## src/rtl/adc_seq_ctrl.sv

```systemverilog
// -----------------------------------------------------------------------------
// adc_seq_ctrl
//
// Sequences the on-chip modular ADC for temperature readout. Starts the
// sequencer through its command CSR, accepts response beats from a single
// channel, averages 2^AVG_LOG2 samples per result and writes each result into
// a sample RAM through a circular address pointer. The latest result is also
// shown on the board LEDs.
//
// Optional build macro:
//   ADC_TIMEOUT_EN  - adds an acquisition watchdog. When no accepted beat is
//                     seen for TIMEOUT_CYC cycles, err is set, the partial
//                     block is discarded and the sequencer is stopped.
//                     Undefined: err is tied low and ACQ waits indefinitely.
//
// Ports:
//   clk, rst        system clock; asynchronous active-low reset
//   start, stop     one-cycle control pulses
//   csr_*           sequencer command register write (address always 0)
//   resp_*          ADC response stream (valid / channel / 12-bit sample)
//   ram_*           sample RAM write port
//   avg_valid       pulses once per new average
//   avg_data        last average, held between updates
//   led_dout        avg_data[11:4]
//   busy            high whenever the controller is not idle
//   wrapped         sticky, set when the RAM pointer wraps; cleared on start
//   err             sticky watchdog timeout flag
// -----------------------------------------------------------------------------
module adc_seq_ctrl #(
  parameter int AVG_LOG2    = 3,
  parameter int RAM_AW      = 8,
  parameter int CH_SEL      = 17,
  parameter int SEQ_MODE    = 0,
  parameter int TIMEOUT_CYC = 4096
) (
  input  logic              clk,
  input  logic              rst,
  input  logic              start,
  input  logic              stop,
  output logic              csr_address,
  output logic              csr_write,
  output logic [31:0]       csr_writedata,
  input  logic              resp_valid,
  input  logic [4:0]        resp_channel,
  input  logic [11:0]       resp_data,
  output logic              ram_we,
  output logic [RAM_AW-1:0] ram_addr,
  output logic [11:0]       ram_wdata,
  output logic              avg_valid,
  output logic [11:0]       avg_data,
  output logic [7:0]        led_dout,
  output logic              busy,
  output logic              wrapped,
  output logic              err
);

  localparam int ACC_W = 12 + AVG_LOG2;

  typedef enum logic [2:0] {
    S_IDLE,
    S_RUN_CMD,
    S_ACQ,
    S_STORE,
    S_STOP_CMD
  } state_t;

  state_t               state, next_state;
  logic [ACC_W-1:0]     acc;
  logic [ACC_W-1:0]     acc_sum;
  logic [AVG_LOG2-1:0]  cnt;
  logic                 stop_latch;
  logic                 accept;
  logic                 block_done;
  logic                 timeout_hit;

  // Registered-output next values, derived from the next state so each
  // strobe is high exactly during the cycle spent in the matching state.
  logic                 csr_write_d;
  logic [31:0]          csr_writedata_d;
  logic                 store_d;

  assign accept     = (state == S_ACQ) && resp_valid && (resp_channel == 5'(CH_SEL));
  assign acc_sum    = acc + ACC_W'(resp_data);
  assign block_done = accept && (cnt == '1);

  // ---------------------------------------------------------------------------
  // Optional watchdog
  // ---------------------------------------------------------------------------
`ifdef ADC_TIMEOUT_EN
  localparam int WD_W = $clog2(TIMEOUT_CYC + 1);
  logic [WD_W-1:0] wd_cnt;

  // Counter is held at zero outside ACQ, so entering ACQ starts it fresh.
  assign timeout_hit = (state == S_ACQ) && !accept && (wd_cnt == WD_W'(TIMEOUT_CYC - 1));

  always_ff @(posedge clk or negedge rst) begin
    if (!rst) begin
      wd_cnt <= '0;
      err    <= 1'b0;
    end else begin
      if (state != S_ACQ || accept) wd_cnt <= '0;
      else                          wd_cnt <= wd_cnt + 1'b1;

      if (state == S_IDLE && start) err <= 1'b0;
      else if (timeout_hit)         err <= 1'b1;
    end
  end
`else
  assign timeout_hit = 1'b0;
  assign err         = 1'b0;
`endif

  // ---------------------------------------------------------------------------
  // FSM: state register
  // ---------------------------------------------------------------------------
  // NOTE: sequential state uses non-blocking assignments so every register
  // samples the pre-edge values regardless of block evaluation order.
  always_ff @(posedge clk or negedge rst) begin
    if (!rst) state <= S_IDLE;
    else      state <= next_state;
  end

  // ---------------------------------------------------------------------------
  // FSM: next-state logic
  // ---------------------------------------------------------------------------
  always_comb begin
    // NOTE: default first, so no path leaves next_state unassigned (no latch).
    next_state = state;
    unique case (state)
      S_IDLE:     if (start) next_state = S_RUN_CMD;
      S_RUN_CMD:  next_state = S_ACQ;
      S_ACQ: begin
        if (block_done)       next_state = S_STORE;
        else if (timeout_hit) next_state = S_STOP_CMD;
      end
      // A stop arriving in the STORE cycle itself must still halt after this
      // block, so the live pulse is considered alongside the latch.
      S_STORE:    next_state = (stop_latch || stop) ? S_STOP_CMD : S_ACQ;
      S_STOP_CMD: next_state = S_IDLE;
      default:    next_state = S_IDLE;
    endcase
  end

  // ---------------------------------------------------------------------------
  // FSM: output logic (next values of the registered strobes)
  // ---------------------------------------------------------------------------
  always_comb begin
    csr_write_d     = 1'b0;
    csr_writedata_d = 32'd0;
    store_d         = 1'b0;
    unique case (next_state)
      S_RUN_CMD: begin
        csr_write_d     = 1'b1;
        csr_writedata_d = {28'd0, 3'(SEQ_MODE), 1'b1};
      end
      S_STOP_CMD: csr_write_d = 1'b1;
      S_STORE:    store_d     = 1'b1;
      default: ;
    endcase
  end

  always_ff @(posedge clk or negedge rst) begin
    if (!rst) begin
      csr_write     <= 1'b0;
      csr_writedata <= 32'd0;
      ram_we        <= 1'b0;
      avg_valid     <= 1'b0;
    end else begin
      csr_write     <= csr_write_d;
      csr_writedata <= csr_writedata_d;
      ram_we        <= store_d;
      avg_valid     <= store_d;
    end
  end

  // ---------------------------------------------------------------------------
  // Datapath: accumulator, average, RAM pointer, sticky flags
  // ---------------------------------------------------------------------------
  always_ff @(posedge clk or negedge rst) begin
    if (!rst) begin
      acc        <= '0;
      cnt        <= '0;
      avg_data   <= 12'd0;
      ram_addr   <= '0;
      wrapped    <= 1'b0;
      stop_latch <= 1'b0;
    end else begin
      // Completing beat is folded into acc too; STORE clears it next cycle.
      if (state == S_STORE || timeout_hit) begin
        acc <= '0;
        cnt <= '0;
      end else if (accept) begin
        acc <= acc_sum;
        cnt <= cnt + 1'b1;
      end

      if (block_done) avg_data <= acc_sum[ACC_W-1:AVG_LOG2];

      // Pointer is never cleared by start: it runs circularly across runs.
      if (state == S_STORE) ram_addr <= ram_addr + 1'b1;

      if (state == S_IDLE && start)                   wrapped <= 1'b0;
      else if (state == S_STORE && ram_addr == '1)    wrapped <= 1'b1;

      if (state == S_STOP_CMD)
        stop_latch <= 1'b0;
      else if (stop && (state != S_IDLE || start))
        stop_latch <= 1'b1;
    end
  end

  assign csr_address = 1'b0;
  assign ram_wdata   = avg_data;
  assign led_dout    = avg_data[11:4];
  assign busy        = (state != S_IDLE);

endmodule
```

## config.mk

```make
export PLATFORM = sky130hd
export DESIGN_NAME = adc_seq_ctrl
export DESIGN_NICKNAME = d
export VERILOG_FILES = /design/src/rtl/adc_seq_ctrl.sv
export SDC_FILE = /design/constraint.sdc
export NUM_CORES = 1
export LEC_CHECK = 0
export ABC_AREA = 1
export CAP_MARGIN = 30
export CORE_MARGIN = 4
export CORE_UTILIZATION = 40
export CTS_CLUSTER_SIZE = 30
export DETAILED_ROUTE_END_ITERATION = 12
export GPL_ROUTABILITY_DRIVEN = 0
export PLACE_DENSITY = 0.78
export SLEW_MARGIN = 20
export SYNTH_ARGS = -nofsm -noshare
export SYNTH_HDL_FRONTEND = slang
export SYNTH_SLANG_ARGS = --single-unit
```

## constraint.sdc

```tcl
create_clock -name clk -period 1.65 [get_ports clk]
set_input_delay 0.495 -clock clk [delete_from_list [all_inputs] [get_ports clk]]
set_output_delay 0.495 -clock clk [all_outputs]
set_load 0.02 [all_outputs]
```

==> metrics.txt <==
status=finished clean; fill cell total of the finished layout=695; adder-cell area share of the yosys netlist=6.61%; Unique masters post-synth=32; I/O pin total=101; commonest non-fill, non-tap cell in the layout=nand2_1; cts hold-fix bufs=0; critical path arrival=1.85 ns; max cap viols=0; final slew viol count=0; net load switching power=0.00153 W; XOR/XNOR Fraction of Synth Area=3.34%; number of detailed-route iterations in the first pass=6; path type of the worst min-delay path=input pin to asynchronous set/reset pin; proportion of synthesized area in mux cells=0%; vias after detailed routing=2820; height of the chip=96.6 um; Inst Count DP=579; via count of the first global-routing pass=2829; top library cells by usage in the layout, fill and taps aside=nand2_1 (104), dlygate4sd2_1 (56), dfrtp_1 (46); Worst-path clk slew=0.09 ns; footprint of the multi-input gates=1830 um^2; area occupied by registers=1150 um^2; total leakage power=2.48 nW; cell area after technology mapping=3140 um^2; total setup violations reported at the end of the flow=0; main combinational cell family by area after synthesis=simple AND/OR/NAND/NOR gates; later-pin clock latency in the skew report=0.31 ns; total power draw=0.00404 W; H-tree depth=2; half-perimeter wire length after detailed placement=5440 um; CP required=1.85 ns; initial antenna violation count=0; number of enable flip-flop cells after synthesis=0; worst slack after detailed placement=-0.639 ns; Worst setup EP type=flip-flop; Yosys warning total=0; layout overhead on the synthesized area=38.9%; number of vias per cell after detailed routing=4.72; Placement Rows=32; final hold viol count=0; power density relative to cell area=926 nW/um^2; Initial Util=40.9%; first-pass GRT wire length=12700 um; final period utilization=99.8%; final std cells w/o fill=598; register share of total power=35.0%; Post-synth ARST share=100%; share of post-route cells with drive strength above 1=25.4%; diode count=0; average cell area after synthesis=7.70 um^2; type of the setup path with the least slack=flip-flop to flip-flop; part of the Yosys area used for sequential elements=36.6%; post-route worst setup slack=0.00274 ns; combinational power share=44.6%; simple-gate area share of the yosys netlist=29.0%; fmax=607 MHz; grt ovf=0; global-route usage over all layers=16.2%; die outline area=9340 um^2; WL/cell=13.0 um; die span in x=96.6 um; biggest fanout along the worst timing path=3; DR DRC count=0; port buffer count=67; root buffer cell=clkbuf_8; number of nets at the end of the flow=533; min Tclk post-route=1.65 ns; CTS tree=built; antenna-violating nets left=0; synthesized netlist cell count=408; buffer depth of the longest clock path=2; Core Footprint=7690 um^2; Setup Skew=0.00795 ns; design internal power=0.00252 W; number of sinks handled by clock tree synthesis=46; R2R depth=10; total length of routed wires=7800 um; RSZ-0062 raised after global routing=true; number of register bits inferred by synthesis=46; largest net degree at the start of global routing=47; most common flop cell mapped by yosys=dfrtp_1; Worst setup SP type=flip-flop; sw frac=37.7%; Max rail drop VDD=769 uV; portion of total power attributed to the clock network=20.4%; number of design-rule violations left by the first detailed-router iteration=100; clock buffer count from CTS=5; post-synthesis compound-gate area fraction=3.98%
==> final timing paths <==
path | slack, ns | from | endpoint
min in group clk | 0.50 | ram_addr[7] | ram_addr[7]
max in group asynchronous | 1.27 | rst | ram_addr[5]
worst min-delay path | 0.15 | rst | avg_data[0]
worst max-delay path | 0.003 | acc[0] | acc[8]
worst min register to register | 0.50 | ram_addr[7] | ram_addr[7]
worst max register to register | 0.003 | acc[0] | acc[8]
==> layout make-up <==
class                   count  share of cell area [%]
clock buffers               8                    2.52
inverters                  53                    4.67
multi-input cells         284                    41.9
flip-flops and latches     46                    26.4
well taps                 102                    2.92
repair buffers            105                    21.7
==> kinds of logic (layout without fill, tap and decap cells) <==
group,after synthesis,after routing
buffers and inverters,110,166
DFF,46,46
and+or+nand+nor,201,201
adders and majority gates,16,16
AOI/OAI and AO/OA,22,22
xor gates and xnor gates,12,12
other,1,33
==> per-stage QoR <==
stage / setup TNS, ns / utilization (%) / instance area, um^2 / hold slack (ns)
finish: 0 / 56.8 / 4370 / 0.147
global route: -0.414 / 56.8 / 4370 / 0.160
CTS: -0.135 / 53.5 / 4120 / 0.158
detailed placement: -15.10 / 50.9 / 3910 / 0.478
global placement: -13.92 / 50.9 / 3910 / 0.469
floorplan: 0 / - / 3320 / 0.199
==> flip-flops by register name, summed over array words and instances, names as in the netlist <==
| register | cells |
|---|---|
| ram_addr | 8 |
| csr_writedata | 1 |
| avg_valid | 1 |
| avg_data | 12 |
| state | 3 |
| csr_write | 1 |
| wrapped | 1 |
| acc | 15 |
| stop_latch | 1 |
| cnt | 3 |
==> layer usage <==
layer  GRT usage (%)  routed length, um
met1            19.5               3230
met2            27.5               3880
met4            6.48                193
met3            4.04                493
met5               0                  0
==> what timing repair did <==
action / CTS / global route
hold endpoints to repair: 0 / 0
gates cloned: 0 / 1
endpoints found under the setup margin: 71 / 28
pin swaps: 7 / 27
setup buffers: 3 / 7
gates resized for setup: 83 / 50
==> worst max-delay path: stages, from the launching register on <==
cell	delay [ns]
dfrtp_1	0.39
ha_4	0.14
inv_2	0.03
fa_2	0.35
inv_2	0.08
nand3_2	0.09
nand3_4	0.10
and2_4	0.17
o21ai_2	0.06
nand3_1	0.08
nand2_1	0.06
==> cell usage after synthesis (2+ instances only) <==
cell | number | area, um^2
ha_1 | 15 | 188
o21ai_0 | 12 | 60.1
xnor2_1 | 4 | 35.0
buf_6 | 2 | 22.5
buf_4 | 55 | 413
nand2_1 | 124 | 465
dfrtp_1 | 46 | 1150
inv_1 | 51 | 191
nand3b_1 | 2 | 15.0
nor2_4 | 2 | 22.5
and2_1 | 2 | 12.5
nor3_1 | 2 | 10.0
a22o_1 | 3 | 26.3
nand3_1 | 34 | 170
a21oi_1 | 5 | 25.0
nor2_1 | 23 | 86.3
xor2_1 | 8 | 70.1
nand4_1 | 4 | 25.0
==> power groups by stage <==
stage	clock network, W	logic [W]	registers [W]
global placement	0	0.00144	0.00140
floorplan	0	0.000847	0.00150
global route	0.000881	0.00197	0.00144
finish	0.000826	0.00180	0.00141
detailed placement	0	0.00149	0.00141
CTS	0.000838	0.00152	0.00141
(Power assumes the default switching activity.)
